==> src/rtl/nibble_bus_pkg.sv <==
// nibble_bus_pkg: shared FSM states, header layout and field-beat helper for the nibble bus bridge
package nibble_bus_pkg;
   typedef enum logic [2:0] {
      ST_IDLE,
      ST_HDR,
      ST_ADR,
      ST_DAT,
      ST_RSP,
      ST_ACK
   } state_e;
   localparam int HDR_WE_BIT = 0;
   localparam int HDR_CH_LSB = 1;
   function automatic int beats(input int field_w, input int nib_w);
      return field_w / nib_w;
   endfunction
endpackage

==> src/rtl/nibble_bus_arbiter.sv <==
// nibble_bus_arbiter: round-robin pick of the first requester at or after ptr
module nibble_bus_arbiter
   import nibble_bus_pkg::*;
#(
   parameter int NCH  = 2,
   parameter int CH_W = 1
) (
   input  logic [NCH-1:0]  req,
   input  logic [CH_W-1:0] ptr,
   output logic [NCH-1:0]  gnt,
   output logic [CH_W-1:0] idx
);
   always_comb begin
      gnt = '0;
      idx = '0;
      // scan from the farthest offset down so the nearest requester overwrites last
      for (int i = NCH - 1; i >= 0; i--) begin
         if (req[(int'(ptr) + i) % NCH]) begin
            gnt = '0;
            gnt[(int'(ptr) + i) % NCH] = 1'b1;
            idx = CH_W'((int'(ptr) + i) % NCH);
         end
      end
   end
endmodule

==> src/rtl/nibble_bus_bridge.sv <==
// nibble_bus_bridge: multiplexes NCH CPU bus channels onto a strobed nibble-wide host link
module nibble_bus_bridge
   import nibble_bus_pkg::*;
#(
   parameter int NCH    = 2,
   parameter int DATA_W = 32,
   parameter int ADR_W  = 16,
   parameter int NIB_W  = 4
) (
   input  logic                  clk,
   input  logic                  rst_n,
   input  logic [NCH-1:0]        req_cyc,
   input  logic [NCH-1:0]        req_we,
   input  logic [NCH*ADR_W-1:0]  req_adr,
   input  logic [NCH*DATA_W-1:0] req_dat,
   output logic [NCH*DATA_W-1:0] rsp_rdt,
   output logic [NCH-1:0]        rsp_ack,
   input  logic [NIB_W-1:0]      pin_in,
   input  logic                  pin_stb,
   output logic [NIB_W-1:0]      pin_out,
   output logic                  pin_frame,
   output logic                  pin_dir
);
   localparam int CH_W      = (NCH > 1) ? $clog2(NCH) : 1;
   localparam int ADR_BEATS = beats(ADR_W, NIB_W);
   localparam int DAT_BEATS = beats(DATA_W, NIB_W);
   localparam int MAX_BEATS = (ADR_BEATS > DAT_BEATS) ? ADR_BEATS : DAT_BEATS;
   localparam int CNT_W     = $clog2(MAX_BEATS + 1);
   localparam int HDR_CH_W  = NIB_W - HDR_CH_LSB;

   if (DATA_W % NIB_W != 0 || ADR_W % NIB_W != 0 || NIB_W < 2 || NCH < 1 || NCH > 2 ** (NIB_W - 1)) begin : g_bad_cfg
      $error("nibble_bus_bridge: illegal NCH/DATA_W/ADR_W/NIB_W combination");
   end

   state_e                state_q, state_d;
   logic [CNT_W-1:0]      cnt_q, cnt_d;
   logic [CH_W-1:0]       ptr_q, ptr_d;
   logic [CH_W-1:0]       g_q, g_d;
   logic                  we_q, we_d;
   logic [ADR_W-1:0]      adr_q, adr_d;
   logic [DATA_W-1:0]     dat_q, dat_d;
   logic [DATA_W-1:0]     sh_q, sh_d;
   logic [NCH*DATA_W-1:0] rdt_q, rdt_d;
   logic [NCH-1:0]        arb_gnt;
   logic [CH_W-1:0]       arb_idx;
   logic                  last;
   logic [CNT_W-1:0]      cnt_inc;
   logic [DATA_W-1:0]     sh_nxt;
   logic [NIB_W-1:0]      hdr;

   nibble_bus_arbiter #(.NCH(NCH), .CH_W(CH_W)) u_arb (
      .req(req_cyc),
      .ptr(ptr_q),
      .gnt(arb_gnt),
      .idx(arb_idx)
   );

   assign last    = cnt_q == ((state_q == ST_ADR) ? CNT_W'(ADR_BEATS - 1) : CNT_W'(DAT_BEATS - 1));
   assign cnt_inc = last ? '0 : cnt_q + 1'b1;
   // read nibbles arrive LSB first, so each new beat enters at the top and shifts down
   assign sh_nxt  = (sh_q >> NIB_W) | (DATA_W'(pin_in) << (DATA_W - NIB_W));
   assign rsp_rdt = rdt_q;

   always_ff @(posedge clk or negedge rst_n) begin
      if (!rst_n) begin
         state_q <= ST_IDLE;
         cnt_q   <= '0;
         ptr_q   <= '0;
         g_q     <= '0;
         we_q    <= 1'b0;
         adr_q   <= '0;
         dat_q   <= '0;
         sh_q    <= '0;
         rdt_q   <= '0;
      end else begin
         state_q <= state_d;
         cnt_q   <= cnt_d;
         ptr_q   <= ptr_d;
         g_q     <= g_d;
         we_q    <= we_d;
         adr_q   <= adr_d;
         dat_q   <= dat_d;
         sh_q    <= sh_d;
         rdt_q   <= rdt_d;
      end
   end

   always_comb begin
      state_d = state_q;
      cnt_d   = cnt_q;
      ptr_d   = ptr_q;
      g_d     = g_q;
      we_d    = we_q;
      adr_d   = adr_q;
      dat_d   = dat_q;
      sh_d    = sh_q;
      rdt_d   = rdt_q;
      case (state_q)
         ST_IDLE: if (|req_cyc) begin
            state_d = ST_HDR;
            cnt_d   = '0;
            g_d     = arb_idx;
            we_d    = |(req_we & arb_gnt);
            adr_d   = req_adr[arb_idx*ADR_W +: ADR_W];
            dat_d   = req_dat[arb_idx*DATA_W +: DATA_W];
         end
         ST_HDR: if (pin_stb) state_d = ST_ADR;
         ST_ADR: if (pin_stb) begin
            cnt_d = cnt_inc;
            if (last) state_d = we_q ? ST_DAT : ST_RSP;
         end
         ST_DAT: if (pin_stb) begin
            cnt_d = cnt_inc;
            if (last) state_d = ST_ACK;
         end
         ST_RSP: if (pin_stb) begin
            cnt_d = cnt_inc;
            sh_d  = sh_nxt;
            if (last) begin
               state_d = ST_ACK;
               rdt_d[g_q*DATA_W +: DATA_W] = sh_nxt;
            end
         end
         ST_ACK: begin
            state_d = ST_IDLE;
            ptr_d   = (g_q == CH_W'(NCH - 1)) ? '0 : g_q + 1'b1;
         end
         default: state_d = ST_IDLE;
      endcase
   end

   always_comb begin
      hdr = '0;
      hdr[HDR_WE_BIT] = we_q;
      hdr[NIB_W-1:HDR_CH_LSB] = HDR_CH_W'(g_q);
      pin_out   = (state_q == ST_HDR) ? hdr :
                  (state_q == ST_ADR) ? adr_q[cnt_q*NIB_W +: NIB_W] :
                  (state_q == ST_DAT) ? dat_q[cnt_q*NIB_W +: NIB_W] : '0;
      pin_frame = state_q inside {ST_HDR, ST_ADR, ST_DAT, ST_RSP};
      pin_dir   = state_q == ST_RSP;
      rsp_ack   = (state_q == ST_ACK) ? NCH'(1) << g_q : '0;
   end
endmodule
==> config.mk <==
export PLATFORM = sky130hd
export DESIGN_NAME = nibble_bus_bridge
export DESIGN_NICKNAME = d
export VERILOG_FILES = /design/src/rtl/nibble_bus_pkg.sv /design/src/rtl/nibble_bus_arbiter.sv /design/src/rtl/nibble_bus_bridge.sv
export SDC_FILE = /design/constraint.sdc
export NUM_CORES = 1
export LEC_CHECK = 0
export ABC_CLOCK_PERIOD_IN_PS = 2300
export CAP_MARGIN = 20
export CORE_ASPECT_RATIO = 0.5
export CORE_MARGIN = 1.5
export CORE_UTILIZATION = 45
export CTS_CLUSTER_DIAMETER = 150
export DETAILED_ROUTE_END_ITERATION = 8
export GPL_TIMING_DRIVEN = 1
export HOLD_SLACK_MARGIN = 0.1
export PLACE_DENSITY = 0.79
export SYNTH_ARGS = -nofsm -noshare
export SYNTH_HDL_FRONTEND = slang
export SYNTH_SLANG_ARGS = --single-unit
==> constraint.sdc <==
create_clock -name clk -period 2.3 [get_ports clk]
set_clock_uncertainty 0.2 [all_clocks]
set_input_delay 0.345 -clock clk [delete_from_list [all_inputs] [get_ports clk]]
set_output_delay 0.345 -clock clk [all_outputs]
set_load 0.1 [all_outputs]
== Yosys cells after proc, flatten, opt, wreduce, memory -nomap -nowiden ==
Index checks and enable logic that the tools add are counted.
Cells by class
  multipliers: 0
  reduce and logical (&&, ||, !) cells: 14
  bitwise logic cells: 3
  multiplexer cells: 32
  $add $sub $neg: 4
  shift-type cells: 7
  equality and inequality tests: 13
  divide/modulo/power cells: 0
  $lt $le $gt $ge: 4
Operator list (count)
  $bwmux W64: 1
  $shift A32 B34 Y64 const A: 1
  $shiftx A32 B34 Y64: 1
  $shiftx A64 B7 Y32: 1
  $neg A6 Y34: 1
  $or A28 B32 Y32: 1
  $shiftx A32 B6 Y16: 1
  $shiftx A32 B7 Y4: 1
  $mux W3: 8
  $mux W4: 6
  $shiftx A16 B7 Y4: 1
  $pmux W3 S4: 1
  $mux W1: 10
  $ne A2 B2 Y1 const B: 4
  $pmux W4 S2: 1
  $eq A3 B2 Y1 const B: 2
  $eq A3 B3 Y1 const B: 2
  $mux W2: 3
  $ne A2 B1 Y1 const B: 3
  $reduce_and A3 Y1: 2
  $reduce_and A6 Y1: 1
  $reduce_or A2 Y1: 3
  $add A4 B1 Y4 const B: 1
  $eq A4 B3 Y1: 1
  16 further kinds: 20
Word-level totals
  RAM bits: 0
  output and inout port bits: 72
  memories: 0
  register bits: 154
  bits in latches: 0
  memory bits (read-only): 0

== Depth between registers and ports, before layout ==
  depth after elaboration: 10
  gate-level depth with buffers: 7
  mapped depth without buffers: 6

== Hierarchy ==
Synthesis repeated with hierarchy kept, for this count alone.
Unflattened totals
  cell total of the unflattened synthesis: 514
  area total of the unflattened synthesis: 6688.9 um^2
Modules (own cells, without submodules)
  nibble_bus_bridge: sequential area each 3753.6 um^2, instances 1, cells each 510, area an instance 6662.6 um^2
  nibble_bus_arbiter: sequential area each 0.0 um^2, instances 1, cells each 4, area an instance 26.3 um^2

== Worst setup path before layout ==
No wires, ideal clock.
  kind: register to output
  start point: register cnt_q[0]
  end point: output port pin_out[2]
  cell stages (with the launch flop): 5
  arrival: 3.445 ns
  path slack: -1.690 ns
  required time: 1.755 ns
  path through: dfrtp_1 -> buf_4 -> mux4_2 -> nand2_1 -> a311oi_1
On the way
  cells in the longest elaborated chain, start to end: 4
  elaborated cells on any way between the ends: 5
  those cells by class: shift (2); mux (3)
RTL lines
  from (decl): line nibble_bus_bridge.sv:36  | logic [CNT_W-1:0] cnt_q, cnt_d;
  from (signal assigned): line nibble_bus_bridge.sv:77  | cnt_q <= cnt_d;
  $shiftx A32 B7 Y4: line nibble_bus_bridge.sv:138  | (state_q == ST_DAT) ? dat_q[cnt_q*NIB_W +: NIB_W] : '0;
  $mux W4: line nibble_bus_bridge.sv:138
  $mux W4 (*): line nibble_bus_bridge.sv:137  | (state_q == ST_ADR) ? adr_q[cnt_q*NIB_W +: NIB_W] :
  $mux W4 (*): line nibble_bus_bridge.sv:136  | pin_out = (state_q == ST_HDR) ? hdr :
  to (decl): line nibble_bus_bridge.sv:20  | output logic [NIB_W-1:0] pin_out,
Every way passes the cells marked *; elsewhere a longest branch is shown, timed or not.

== Final worst setup path ==
  start point: register cnt_q[1]
  end point: output port pin_out[3]
The elaborated chain is that of the path after synthesis.

==> impl_table.tex <==
\begin{tabular}{lr}
\hline
Metric & Value \\
\hline
\multicolumn{2}{l}{\textbf{Drt}} \\
\quad Post-route DRC violation count & 0 \\
\quad Number of detailed-routing iterations run before antenna repair & 5 \\
\quad First-iteration detailed-routing DRC count & 236 \\
\quad Wirelength per Cell & $\sim$17 um \\
\quad Via density & 5.176 \\
\quad Overall via count from detail\_route & 4,783 \\
\quad Wire length after detailed routing & 15,800 um \\
\quad DRT antenna net count & 0 \\
\multicolumn{2}{l}{\textbf{Timing}} \\
\quad Transition time at the pin with the least slew margin & 0.4403 ns \\
\quad Fmax & 379.3 MHz \\
\quad Max-slew headroom at the worst pin & 0.7064 \\
\quad Setup repair after global routing missed its margin & yes \\
\quad Clock period minus worst slack & between 2 and 3 ns \\
\quad Worst setup slack after layout & -0.3362 ns \\
\quad Setup TNS & -1.224 ns \\
\quad Part of the cycle the worst path needs & 1.146 \\
\quad Number of max-slew violations in the final report & 0 \\
\quad Fin. Hold Viols & 0 \\
\quad Final setup violating endpoints & 4 \\
\multicolumn{2}{l}{\textbf{Synthesis}} \\
\quad Cell count after synthesis & roughly 520 \\
\quad Post-synthesis sequential element count & 150 \\
\quad Distinct cell type count after synthesis & 42 \\
\quad Post-Synthesis Mean Instance Area & 13.51 um\^{}2 \\
\quad Fraction of synthesis flops using an asynchronous set or reset pin & 1.000 \\
\quad Combined area of all synthesized cells & 6970 um\^{}2 \\
\quad Top cells by area, synth & dfrtp\_1, mux2\_4, mux2i\_1 \\
\quad Count of warnings emitted by yosys & 0 \\
\quad EDFF count, synth & 0 \\
\quad Area share of the largest cell type after synthesis & 0.5385 \\
\quad Number of nets produced by synthesis & 624 \\
\quad Most instantiated flip-flop cell in the synthesis netlist & dfrtp\_1 \\
\quad Sequential element share of the synthesized area & 0.5385 \\
\quad Cell accounting for the most synthesized area & dfrtp\_1 \\
\multicolumn{2}{l}{\textbf{Setup path}} \\
\quad Slack of the worst reg-to-reg path & about 0.070 ns \\
\quad Critical Path Start & cnt\_q[1] \\
\quad Nature of the critical path endpoint & output port \\
\quad R2r worst-path depth & 8 \\
\quad CP Data Arrival Time & 2.09 ns \\
\quad Cell at the slowest stage of the critical path & dfrtp\_1 \\
\quad Cell chain of the critical path & buf\_12 > buf\_12 > mux4\_2 > mux2i\_1 > nor2\_1 > a31oi\_2 > nor3\_4 > buf\_12 \\
\quad Critical Path RT & 1.75 ns \\
\quad Startpoint of the worst-slack reg-to-reg timing path & cnt\_q[0] \\
\quad Critical path capture point & pin\_out[3] \\
\quad Category of the critical setup timing path & reg -> out \\
\quad Cell mode on critical path & buf\_12 \\
\quad Highest cell delay on the worst timing path & 0.40 ns \\
\quad Largest driver fanout on the critical path & 7 \\
\quad Sort of element at the start of the critical path & register \\
\quad Capture instance of the worst register-to-register path & rsp\_rdt[18] \\
\multicolumn{2}{l}{\textbf{Power and ir drop}} \\
\quad VDD IR-drop max & 0.7009 mV \\
\quad Portion of total power attributed to the clock network & 0.274 \\
\quad Switching power share of the total & 0.3715 \\
\quad Power per unit of standard cell area & 1028 nW/um\^{}2 \\
\quad Net switching power figure & about 3.8 mW \\
\quad Share of power burned in combinational logic & 0.354 \\
\quad Final Total Pwr & 10.17 mW \\
\quad Sequential share of power & 0.372 \\
\quad Int Pwr & 6.390 mW \\
\quad Static Leak & slightly below 5 nW \\
\multicolumn{2}{l}{\textbf{Place}} \\
\quad Number of input and output port buffers inserted & 178 \\
\quad Final GP Congestion & 0.7857 \\
\quad Placed standard-cell area & 9061 um\^{}2 \\
\quad Post-detailed-placement half-perimeter wirelength & 10,870 um \\
\multicolumn{2}{l}{\textbf{Global routing}} \\
\quad Via count of the first global-routing pass & 5,013 \\
\quad Wire length of the first global-routing pass & 25,630 um \\
\quad Aggregate global-route resource usage & 0.2043 \\
\quad Initial antenna violation count & 0 \\
\quad Maximum number of pins on one net before global-route repair & 74 \\
\quad GRT Residual Overflow & 0 \\
\multicolumn{2}{l}{\textbf{Floorplan}} \\
\quad Std-Cell Core Area & 14,780 um\^{}2 \\
\quad Vertical die dimension & around 90 um \\
\quad Number of standard-cell rows in the floorplan & 31 \\
\quad Die outline area & 16,290 um\^{}2 \\
\quad Die extent in x & 179.0 um \\
\quad I/O pin cnt & 179 \\
\quad Starting Density & 0.4717 \\
\multicolumn{2}{l}{\textbf{CTS}} \\
\quad Num Clock Sinks & 150 \\
\quad Max H-tree Level & 4 \\
\quad TritonCTS clock tree & built \\
\quad Clk Latency, worst-skew pair & 0.42 ns \\
\quad Number of CTS-inserted buffers & 17 \\
\quad Clock transition time at the flip-flop clock pins of the worst setup and hold paths & 0.07 ns \\
\quad Cell at the root of the clock tree & clkbuf\_16 \\
\quad Number of buffers on the longest clock path & 2 \\
\multicolumn{2}{l}{\textbf{Final layout}} \\
\quad Most common cell after layout, fill and taps aside & dfrtp\_1 \\
\quad Area growth, synth to finish & 41.88\% \\
\quad Share of post-route cells with drive strength above 1 & 0.3760 \\
\quad Post-route standard cell area excluding fillers & just under 10,000 um\^{}2 \\
\quad Leading cell types in the layout, fill and taps excluded & dfrtp\_1, clkdlybuf4s50\_1, buf\_4 \\
\quad Antenna cells & 0 \\
\quad Number of nets in the finished design & between 800 and 900 \\
\multicolumn{2}{l}{\textbf{Job}} \\
\quad Number of maximum-capacitance constraint violations & 0 \\
\multicolumn{2}{l}{\textbf{Status}} \\
\quad Outcome & finished with violations \\
\quad Violations in the final reports & setup timing \\
\multicolumn{2}{l}{\textbf{Hold path}} \\
\quad Hold Crit Class & in -> async \\
\hline
\end{tabular}
==> stage by stage <==
step	hold slack (ns)	utilization	cells	setup WS [ns]
after detailed placement	0.09005	0.6132	885	0.02073
final	0.1965	0.6692	924	-0.3362
after floorplan	-0.1506	-	516	-0.2555
after global placement	0.08413	0.6132	885	0.05427
after CTS	0.2033	0.6614	922	-0.3557
after global routing	0.2144	0.6692	924	-0.4148
==> logic make-up after synthesis <==
group / count (synthesis) / share of synthesized area
flops: 150 / 0.5385
fa+ha+maj: 1 / 0.001795
mux: 156 / 0.2949
compound gates: 78 / 0.06229
simple gates: 93 / 0.06516
xor+xnor: 1 / 0.001257
buf+inv: 37 / 0.03608
==> worst min path at each step <==
| stage | startpoint | end |
|---|---|---|
| global placement | rst_n | rsp_rdt[34] |
| detailed placement | rst_n | rsp_rdt[34] |
| finish | rst_n | rsp_rdt[34] |
| CTS | rst_n | rsp_rdt[34] |
| floorplan | rst_n | adr_q[0] |
| global route | rst_n | rsp_rdt[34] |
==> Yosys cell counts, drive strengths merged, types with 2 or more instances <==
master / n
a21oi: 7
a22o: 3
a22oi: 2
and3: 3
buf: 22
clkbuf: 11
dfrtp: 150
inv: 4
mux2: 95
mux2i: 49
mux4: 12
nand2: 59
nand2b: 3
nor2: 11
nor2b: 4
nor3: 6
o21a: 2
o21ai: 56
==> state kept, by name (all words and copies together), names as in the netlist <==
signal,count
cnt_q,4
state_q,3
sh_q,28
ptr_q,1
adr_q,16
g_q,1
rsp_rdt,64
dat_q,32
we_q,1
==> critical path: cells and delay by family, from the launching register on <==
kind,cells,cell delay (ns)
mux,2,0.44
simple gates,2,0.16
flops,1,0.40
compound gates,1,0.23
buf+inv,3,0.44
==> final cells by class <==
| class | count | area, um^2 |
|---|---|---|
| clock buffers | 17 | 425.4 |
| clock inverters | 15 | 176.4 |
| fillers | 1064 | 4888 |
| inverters | 4 | 15.01 |
| multi-input cells | 329 | 3143 |
| flip-flops and latches | 150 | 3757 |
| well taps | 198 | 247.7 |
| repair buffers | 211 | 2125 |
==> repair_timing <==
| item | CTS | global route |
|---|---|---|
| hold endpoints to repair | 150 | 0 |
| setup endpoints to repair | 5 | 64 |
| buffers inserted | 4 | 0 |
| pin swaps | 4 | 6 |
| cloned | 0 | 2 |
| hold buffers | 1 | 0 |
| gates resized for setup | 14 | 14 |
==> layer usage <==
metal,GRT usage,wire length [um]
met2,0.3398,8055
met1,0.2632,6721
met5,0,0
met3,0.04313,695
met4,0.07431,322
==> power by group through the flow <==
stage          combinational, mW  sequential [mW]  clock, mW
3_3_place_gp                3.28             3.77          0
4_1_cts                     3.53             3.78       2.82
6_report                    3.60             3.79       2.78
5_1_grt                     3.88             3.87       2.97
2_1_floorplan               2.34             3.60          0
3_5_place_dp                3.35             3.80          0
Power figures use the tool's default switching activity.
